[src/rtl/handshake_const_check.sv]
// handshake_const_check: dataflow sink that compares each data token against
// a constant and turns it into a dataless control token that carries the
// result as a match bit. Input ready is registered, and a two-slot skid buffer
// (MAIN + SKID) keeps full throughput despite that.
// Optional build macro HANDSHAKE_CONST_CHECK_MASK_EN: when it is defined, only
// the bits set in MASK take part in the comparison.
module handshake_const_check #(
  parameter int unsigned            DATA_WIDTH = 32,
  parameter logic [DATA_WIDTH-1:0]  EXPECTED   = '0,
  parameter logic [DATA_WIDTH-1:0]  MASK       = '1,
  parameter int unsigned            CNT_WIDTH  = 16
) (
  input  logic                  clk,
  input  logic                  rst,
  input  logic [DATA_WIDTH-1:0] ins,
  input  logic                  ins_valid,
  output logic                  ins_ready,
  output logic                  outs_valid,
  input  logic                  outs_ready,
  output logic                  outs_match,
  output logic [DATA_WIDTH-1:0] last_value,
  output logic [CNT_WIDTH-1:0]  match_count,
  output logic [CNT_WIDTH-1:0]  mismatch_count,
  output logic                  err
);

  // The occupancy of the buffer is the state.
  typedef enum logic [1:0] {
    EMPTY = 2'd0,
    ONE   = 2'd1,
    FULL  = 2'd2
  } state_t;

  // Each slot holds the token together with its precomputed match bit.
  typedef struct packed {
    logic                  match;
    logic [DATA_WIDTH-1:0] data;
  } slot_t;

  localparam logic [CNT_WIDTH-1:0] CNT_MAX = '1;

  state_t state_q, state_d;
  slot_t  main_q, main_d;
  slot_t  skid_q, skid_d;
  slot_t  in_slot;
  logic   in_match;
  logic   in_fire;
  logic   out_fire;

  // The compare is done once, at acceptance, so the output side only reads
  // a stored bit and adds no logic depth after the buffer.
`ifdef HANDSHAKE_CONST_CHECK_MASK_EN
  assign in_match = (((ins ^ EXPECTED) & MASK) == '0);
`else
  logic unused_mask;
  assign unused_mask = ^MASK;
  assign in_match    = (ins == EXPECTED);
`endif

  assign in_slot    = '{match: in_match, data: ins};
  assign outs_valid = (state_q != EMPTY);
  assign outs_match = main_q.match;
  assign in_fire    = ins_valid & ins_ready;
  assign out_fire   = outs_valid & outs_ready;

  // Next state and slot routing. MAIN always holds the oldest token.
  always_comb begin
    state_d = state_q;
    main_d  = main_q;
    skid_d  = skid_q;
    case (state_q)
      EMPTY: begin
        if (in_fire) begin
          main_d  = in_slot;
          state_d = ONE;
        end
      end
      ONE: begin
        if (in_fire && out_fire) begin
          main_d = in_slot;
        end else if (in_fire) begin
          skid_d  = in_slot;
          state_d = FULL;
        end else if (out_fire) begin
          state_d = EMPTY;
        end
      end
      FULL: begin
        // ins_ready is low in FULL, so only the drain case exists here.
        if (out_fire) begin
          main_d  = skid_q;
          state_d = ONE;
        end
      end
      default: state_d = EMPTY;
    endcase
  end

  // State and slot registers. Reset drops any buffered token.
  always_ff @(posedge clk) begin
    if (rst) begin
      state_q <= EMPTY;
      main_q  <= '0;
      skid_q  <= '0;
    end else begin
      state_q <= state_d;
      main_q  <= main_d;
      skid_q  <= skid_d;
    end
  end

  // Registered ready: it follows the next state, so it is low exactly while
  // the buffer is FULL and it never depends combinationally on an input.
  always_ff @(posedge clk) begin
    if (rst) ins_ready <= 1'b0;
    else     ins_ready <= (state_d != FULL);
  end

  // Debug statistics, updated on every output transfer; the counters saturate.
  always_ff @(posedge clk) begin
    if (rst) begin
      last_value     <= '0;
      match_count    <= '0;
      mismatch_count <= '0;
      err            <= 1'b0;
    end else if (out_fire) begin
      last_value <= main_q.data;
      if (main_q.match) begin
        if (match_count != CNT_MAX) match_count <= match_count + 1'b1;
      end else begin
        if (mismatch_count != CNT_MAX) mismatch_count <= mismatch_count + 1'b1;
        err <= 1'b1;
      end
    end
  end

endmodule

[config.mk]
export PLATFORM = sky130hd
export DESIGN_NAME = handshake_const_check
export DESIGN_NICKNAME = d
export VERILOG_FILES = /design/src/rtl/handshake_const_check.sv
export SDC_FILE = /design/constraint.sdc
export NUM_CORES = 1
export LEC_CHECK = 0
export BUFFER_PORTS_ARGS = -buffer_cell sky130_fd_sc_hd__buf_2
export CORE_AREA = 4 4 79 136
export DETAILED_ROUTE_END_ITERATION = 10
export DIE_AREA = 0 0 83 140
export GPL_ROUTABILITY_DRIVEN = 0
export HOLD_SLACK_MARGIN = 0.03
export PLACE_DENSITY = 0.88
export SLEW_MARGIN = 30
export SYNTH_ARGS = -nofsm -noshare
export SYNTH_HDL_FRONTEND = slang
export SYNTH_SLANG_ARGS = --single-unit
[constraint.sdc]
create_clock -name clk -period 3 [get_ports clk]
set_input_delay 0.45 -clock clk [delete_from_list [all_inputs] [get_ports clk]]
set_output_delay 0.45 -clock clk [all_outputs]
set_load 0.1 [all_outputs]
Word level (Yosys, flattened, before mapping)
Index checks and enable logic that the tools add are counted.
{ "totals": {"output_inout_bits": 68, "word_cells": 44, "regBits": 134} }
{ "classes": {"n_mux": 10, "n_eq_ne": 8, "bitwise": 4, "n_addsub": 2, "n_reduce_logical": 10} }
{ "ops": {"columns": ["op", "n"], "rows": [
  ["33-bit two-way mux", 3],
  ["33-bit one-hot mux with 3 select lines", 1],
  ["16-bit by 1-bit adder with 16-bit output, second input constant", 2],
  ["32-bit logical NOT", 1],
  ["16-bit inequality test, second input constant", 2],
  ["2-bit two-way mux", 5],
  ["3-bit AND reduction", 3],
  ["2-bit inequality test, second input constant", 4],
  ["2-bit one-hot mux with 3 select lines", 1],
  ["4-bit AND reduction", 1],
  ["3-bit nonzero test", 1],
  ["1-bit bitwise AND", 2],
  ["2-bit by 1-bit equality test with 1-bit output, second input constant", 1],
  ["2-bit equality test, second input constant", 1],
  ["2-bit logical NOT", 1],
  ["1-bit inverter", 2],
  ["2-bit AND reduction", 1],
  ["2-bit nonzero test", 1],
  ["1-bit logical AND", 1]
]} }

Depth between registers and ports, before layout
Gate-level depths: netlist of the first run.
{ "depth": {"word_depth": 7, "depth_mapped": 7, "depth_no_buf": 5} }

Worst setup path before layout of the first run
Ideal clock, no wire load.
{ "synth_path": {"kind": "reg-to-reg", "from": "reg mismatch_count[0]", "to": "reg mismatch_count[10]", "n_path_buf": 1, "t_required_ns": 2.837, "path_slack_ns": 0.293, "setup_ns": 0.163, "stages_incl_launch_ff": 7, "arrival_ns": 2.544, "path_cell_list": "dfxtp_1 ha_1 nand4_1 or4_1 clkbuf_2 o311ai_0 o41ai_1"} }
{ "synth_between": {"elab_chain_cells": 2, "word_cells_on_any_way": 3, "classes_between": "add/sub: 1; eq/ne: 1; reduce/logical: 1"} }
{ "synth_rtl": {"columns": ["item", "line_no", "rtl"], "rows": [
  ["start, declared", "23", "output logic [CNT_WIDTH-1:0] mismatch_count,"],
  ["start signal, assigned", "131", "if (mismatch_count != CNT_MAX) mismatch_count <= mismatch_count + 1'b1;"],
  ["parallel branches: the longest is 2 deep, another holds 16-bit by 1-bit adder with 16-bit output", null, null]
]} }
Parallel ways; which one is timed is not known.
A chain may end at the register's enable or synchronous reset.

Final worst setup path of the first run
{ "layout_path": {"from": "reg state_q[1]", "to": "reg mismatch_count[9]"} }
{ "layout_between": {"elab_chain_cells": 3} }
{ "layout_rtl": {"columns": ["item", "line_no", "rtl"], "rows": [
  ["start, declared", "42", "state_t state_q, state_d;"],
  ["start signal, assigned", "106", "state_q <= state_d;"],
  ["2-bit nonzero test", "61", "assign outs_valid = (state_q != EMPTY);"],
  ["1-bit bitwise AND", "64", "assign out_fire = outs_valid & outs_ready;"],
  ["3-bit AND reduction (no source line)", null, null]
]} }
Every way passes these cells.

==> results.yml, run 1 <==
pwr:
  intPower_mw: 3.44
  switchingPower_mw: 0.999
  clkPwrFrac_pct: 50.9
  ir_drop_mv: 0.474
  p_per_area_nw_per_um2: 654
  p_leak_nw: 2.60
  p_total_mw: 4.44
  swShare_pct: 22.5
  pwr-share-seq_pct: 42.0
  pwr-share-comb_pct: 7.1
logic_synthesis:
  netlist_area_um2: 5560
  synthCells: 698
  yosysWarnings: 0
  synth_most_common_cell: "nand2_1"
  ys_seq_elements: 134
  synth_top_area_share_pct: 48.3
  syn_nets: 736
  yosysTopAreaCell: "dfxtp_1"
  synth_edf_count: 0
  async_reset_ff_share_pct: 0
  synth.avg_cell_area_um2: 7.96
  ys_types: 44
  ys_seq_area_share_pct: 48.3
  yosys-top-cells-area: "dfxtp_1, nand2_1, a21oi_1, a311oi_1, nor2_1"
  yosys-top-cells-count: "nand2_1, dfxtp_1, a21oi_1"
  ys.flop_type: "dfxtp_1"
worst_setup_path:
  required_ns: 3.30
  crit_chain: "o21ai_2 > or3_1 > nor4b_1 > mux2_2"
  path_class: "register to register"
  r2r_start: "state_q[1]"
  crit_path_start_kind: "register"
  reg2reg_slack_ns: 0.71
  crit_path_end: "mismatch_count[9]"
  worstPathMaxFanout: 14
  crit_arrival_ns: 2.59
  crit_path_max_incr_delay_ns: 0.63
  crit_path_start: "state_q[1]"
  r2r-end: "mismatch_count[9]"
  cp.depth: 4
  end_kind: "register"
  path_delay_family: "simple AND/OR/NAND/NOR gates"
  rr_worst_depth: 4
  worst-path-buf-inv: 0
  slowest_stage: "dfxtp_1"
cts:
  post_cts_buffers: 0
  insertion_delay_ns: 0.41
  clock-sinks: 134
  clockBufferDepth: 2
  h-tree-depth: 4
  clkTransAtPathRegs_ns: 0.06
  cts_tree: "yes"
  numCtsBuffers: 17
  cts_hold_buf: 0
  cts-root-buf: "clkbuf_16"
  cts_resized: 0
die:
  start_util_pct: 57.1
  die_w_um: 83
  num_rows: 48
  ios: 104
  dieArea_um2: 11600
  coreArea_um2: 9730
  die_h_um: 140
sta:
  max_clock_freq_ghz: 0.436
  finalSetupViolCount: 0
  max-slew-margin-rel_pct: 47.4
  hold_viol: 0
  rsz0062_at_grt: "no"
  timing.hold.ws_ns: 0.307
  period_share_pct: 76.4
  setup_tns_ns: 0
  fin_skew_ns: 0.0142
  post-route-min-period_ns: 2.29
  drv_slew: 0
  tightest_slew_ns: 0.783
finish:
  final_cells: 917
  diodes: 0
  final_core_util_pct: 69.8
  drive_above_1_share_pct: 19.7
  area_growth_pct: 22.2
  num-nets-final: 817
routing:
  initialDrtViolationCount: 237
  wire_per_inst_um: 15.6
  drc: 0
  vias: 5431
  drtPass1Iterations: 5
  routed_wl_um: 14300
  viasPerCell: 5.92
  ant_nets: 0
global_route:
  track_usage_pct: 24.2
  antenna_found_initial: 0
  overflow: 0
  grt_max_degree: 95
  grt_pass1_vias: 5004
  grt_pass1_wl_um: 23400
placement:
  place_inst: 885
  hpwl_um: 9490
  portBuffers: 103
status:
  status: "finished, final reports clean"
hold_path:
  worstHoldPathCells: 3
  holdCritStartpoint: "ins[7]"
  worstHoldPathType: "primary input to register"
job:
  drv_cap: 0
## metrics by stage
step,instance area [um^2],setup slack [ns]
final,6790,0.708
after detailed placement,6140,0.725
after CTS,6790,0.707
after floorplan,5560,0.293
after global placement,6140,0.831
after global routing,6790,0.577
## cell usage in the layout, fill, tap and decap left out, types with 11 or more instances in the layout
cell / count
clkbuf_16: 17
buf_2: 102
nand4_1: 11
buf_4: 11
nor4_1: 14
or3_1: 13
nand2_1: 203
a311oi_1: 32
dfxtp_1: 134
nor2_1: 45
nand3_1: 14
a21oi_1: 86
## worst reg2reg max path, delay by kind of cell (launching register included)
kind / cells / cell delay, ns
AO/OA/AOI/OAI: 1 / 0.30
AND/OR/NAND/NOR: 2 / 0.89
flip-flops: 1 / 0.63
multiplexers: 1 / 0.38
## flip-flops by register name, summed over array words and instances (netlist names)
name            cells
ins_ready           1
match_count        16
main_q             32
outs_match          1
mismatch_count     16
state_q             2
err                 1
last_value         32
skid_q             33
## cell families (layout without fill, tap and decap cells)
logic type / Yosys count / count (layout) / share of synthesized area, %
buffers and inverters: 57 / 151 / 4.12
and+or+nand+nor: 340 / 340 / 27.5
DFF: 134 / 134 / 48.3
adders and majority gates: 2 / 2 / 0.450
AOI/OAI and AO/OA: 158 / 158 / 18.2
xor gates and xnor gates: 1 / 1 / 0.158
muxes: 6 / 6 / 1.19
## power by group through the flow
| stage | logic [mW] | registers, mW | clock network [mW] |
|---|---|---|---|
| 3_5_place_dp | 0.314 | 1.90 | 0 |
| 3_3_place_gp | 0.307 | 1.90 | 0 |
| 5_1_grt | 0.344 | 1.87 | 2.37 |
| 6_report | 0.316 | 1.87 | 2.26 |
| 2_1_floorplan | 0.158 | 1.97 | 0 |
| 4_1_cts | 0.316 | 1.86 | 2.29 |
## worst min-delay path by stage
stage | to
final | skid_q[7]
after global routing | skid_q[7]
after CTS | skid_q[12]
after detailed placement | last_value[9]
after global placement | last_value[28]
after floorplan | last_value[0]
## routing by layer
layer	GRT usage (%)	part of all wire [%]	vias up
met3	6.77	6.2	22
li1	-	-	2622
met4	9.73	1.5	0
met1	26.7	38	2575
met5	0	0	-
met2	43.4	54	212
## area by class of cell
cell class | count | area (um^2)
repair buffers | 114 | 613
inverters | 5 | 18.8
clock inverters | 7 | 139
flip-flops and latches | 134 | 2680
clock buffers | 25 | 515
well taps | 125 | 156
fillers | 818 | 2940
multi-input cells | 507 | 2670
Power figures use the tool's default switching activity.
==> run 2: changes to the inputs <==
--- a/config.mk
+++ b/config.mk
@@ -6,12 +6,12 @@
 export NUM_CORES = 1
 export LEC_CHECK = 0
 export BUFFER_PORTS_ARGS = -buffer_cell sky130_fd_sc_hd__buf_2
-export CORE_AREA = 4 4 79 136
+export CORE_AREA = 4 4 85 147
 export DETAILED_ROUTE_END_ITERATION = 10
-export DIE_AREA = 0 0 83 140
+export DIE_AREA = 0 0 89 151
 export GPL_ROUTABILITY_DRIVEN = 0
 export HOLD_SLACK_MARGIN = 0.03
-export PLACE_DENSITY = 0.88
+export PLACE_DENSITY = 0.81
 export SLEW_MARGIN = 30
 export SYNTH_ARGS = -nofsm -noshare
 export SYNTH_HDL_FRONTEND = slang
==> constraint.sdc (replaced) <==
create_clock -name clk -period 2 [get_ports clk]
set_input_delay 0.3 -clock clk [delete_from_list [all_inputs] [get_ports clk]]
set_output_delay 0.3 -clock clk [all_outputs]
set_load 0.1 [all_outputs]
==> results.yml, run 2 (same netlist as run 1, synthesis figures left out) <==
status:
  status: "finished, final reports clean"
die:
  start_util_pct: 48.8
  num_rows: 52
  die_w_um: 89
  die_h_um: 151
  dieArea_um2: 13400
  coreArea_um2: 11400
  ios: 104
sta:
  rsz0062_at_grt: "no"
  max-slew-margin-rel_pct: 54.3
  period_share_pct: 94.0
  timing.hold.ws_ns: 0.144
  tightest_slew_ns: 0.681
  post-route-min-period_ns: 1.88
  max_clock_freq_ghz: 0.532
  hold_viol: 0
  finalSetupViolCount: 0
  drv_slew: 0
  fin_skew_ns: 0.00885
job:
  drv_cap: 0
worst_setup_path:
  crit_path_start_kind: "register"
  path_class: "register to register"
  required_ns: 2.28
  reg2reg_slack_ns: 0.12
  end_kind: "register"
  worstPathMaxFanout: 7
  crit_arrival_ns: 2.16
  r2r-end: "mismatch_count[10]"
  rr_worst_depth: 5
  r2r_start: "mismatch_count[0]"
pwr:
  pwr-share-seq_pct: 43.7
  p_per_area_nw_per_um2: 915
  clkPwrFrac_pct: 48.6
  pwr-share-comb_pct: 7.7
  p_leak_nw: 2.64
  ir_drop_mv: 0.657
  switchingPower_mw: 1.55
  intPower_mw: 4.80
  swShare_pct: 24.4
hold_path:
  worstHoldPathCells: 3
  worstHoldPathType: "primary input to register"
  holdCritStartpoint: "ins[20]"
  min_to: "skid_q[20]"
routing:
  wire_per_inst_um: 14.7
  initialDrtViolationCount: 265
  vias: 5271
  drc: 0
  viasPerCell: 5.63
  ant_nets: 0
  routed_wl_um: 13700
  drtPass1Iterations: 5
cts:
  clockBufferDepth: 2
  cts-root-buf: "clkbuf_16"
  insertion_delay_ns: 0.41
  cts_hold_buf: 0
  numCtsBuffers: 17
  clkTransAtPathRegs_ns: 0.06
  cts_tree: "yes"
  clock-sinks: 134
  h-tree-depth: 4
global_route:
  grt_pass1_wl_um: 22400
  track_usage_pct: 21.1
  grt_pass1_vias: 4810
  antenna_found_initial: 0
  grt_max_degree: 99
  overflow: 0
finish:
  diodes: 0
  area_growth_pct: 25.0
  nFillCells: 1038
  top_regs: "skid_q (33), last_value (32), main_q (32)"
  num-nets-final: 826
  top_register: "skid_q"
  final_cell_mix: "nand2_1, buf_2, dfxtp_1, a21oi_1, nor2_1"
  largest_register_ffs: 33
  drive_above_1_share_pct: 25.5
  final_common_cell: "nand2_1"
  final_core_util_pct: 61.0
placement:
  portBuffers: 103
  hpwl_um: 9200
-- run 2: layout make-up --
class	instances	area, um^2	share of cell area [%]
flip-flops and latches	134	2760	39.7
multi-input cells	507	2700	38.9
repair buffers	123	706	10.2
clock buffers	20	468	6.74
well taps	135	169	2.43
clock inverters	12	125	1.80
inverters	5	18.8	0.270
-- run 2: power by group through the flow --
stage                     Clock [mW]  Combinational (mW)  Sequential (mW)
after floorplan                    0               0.237             2.94
after global placement             0               0.488             2.83
after detailed placement           0               0.493             2.83
after CTS                       3.13               0.494             2.78
after global routing            3.27               0.535             2.78
final                           3.08               0.492             2.78
-- run 2: routing by layer --
| metal | part of all wire, % | up-vias | routed length, um | track usage [%] |
|---|---|---|---|---|
| li1 | - | 2652 | - | - |
| met1 | 40 | 2441 | 5440 | 24.1 |
| met2 | 52 | 155 | 7180 | 36.6 |
| met3 | 5.5 | 23 | 758 | 4.68 |
| met4 | 2.5 | 0 | 338 | 9.61 |
| met5 | 0 | - | 0 | 0 |
-- run 2: worst max-delay path by stage --
stage	start	depth (start not counted)	to
after floorplan	mismatch_count[0]	6	mismatch_count[10]
after global placement	mismatch_count[0]	5	mismatch_count[10]
after detailed placement	mismatch_count[0]	5	mismatch_count[10]
after CTS	mismatch_count[0]	5	mismatch_count[10]
after global routing	state_q[0]	4	mismatch_count[15]
final	mismatch_count[0]	5	mismatch_count[10]
-- run 2: per-stage QoR --
stage / instances / area, um^2 / worst slack [ns] / TNS [ns] / total power [mW]
2_1_floorplan: 698 / 5660 / -0.0860 / -0.159 / 3.18
3_3_place_gp: 904 / 6340 / 0.109 / 0 / 3.32
3_5_place_dp: 904 / 6340 / 0.0647 / 0 / 3.33
4_1_cts: 936 / 6940 / 0.0601 / 0 / 6.40
5_1_grt: 936 / 6940 / 0.00585 / 0 / 6.59
6_report: 936 / 6940 / 0.120 / 0 / 6.35
-- run 2: repair_timing --
action,4_1_cts,5_1_grt
resized for setup,0,3
setup endpoints to repair,0,5
setup buffers,0,0
-- run 2: critical path, stage by stage (launching register included) --
cell and delay, ns:
dfxtp_4 0.38, ha_4 0.14, nand4_1 0.18, or4_4 0.57
o311ai_0 0.35, o41ai_1 0.13
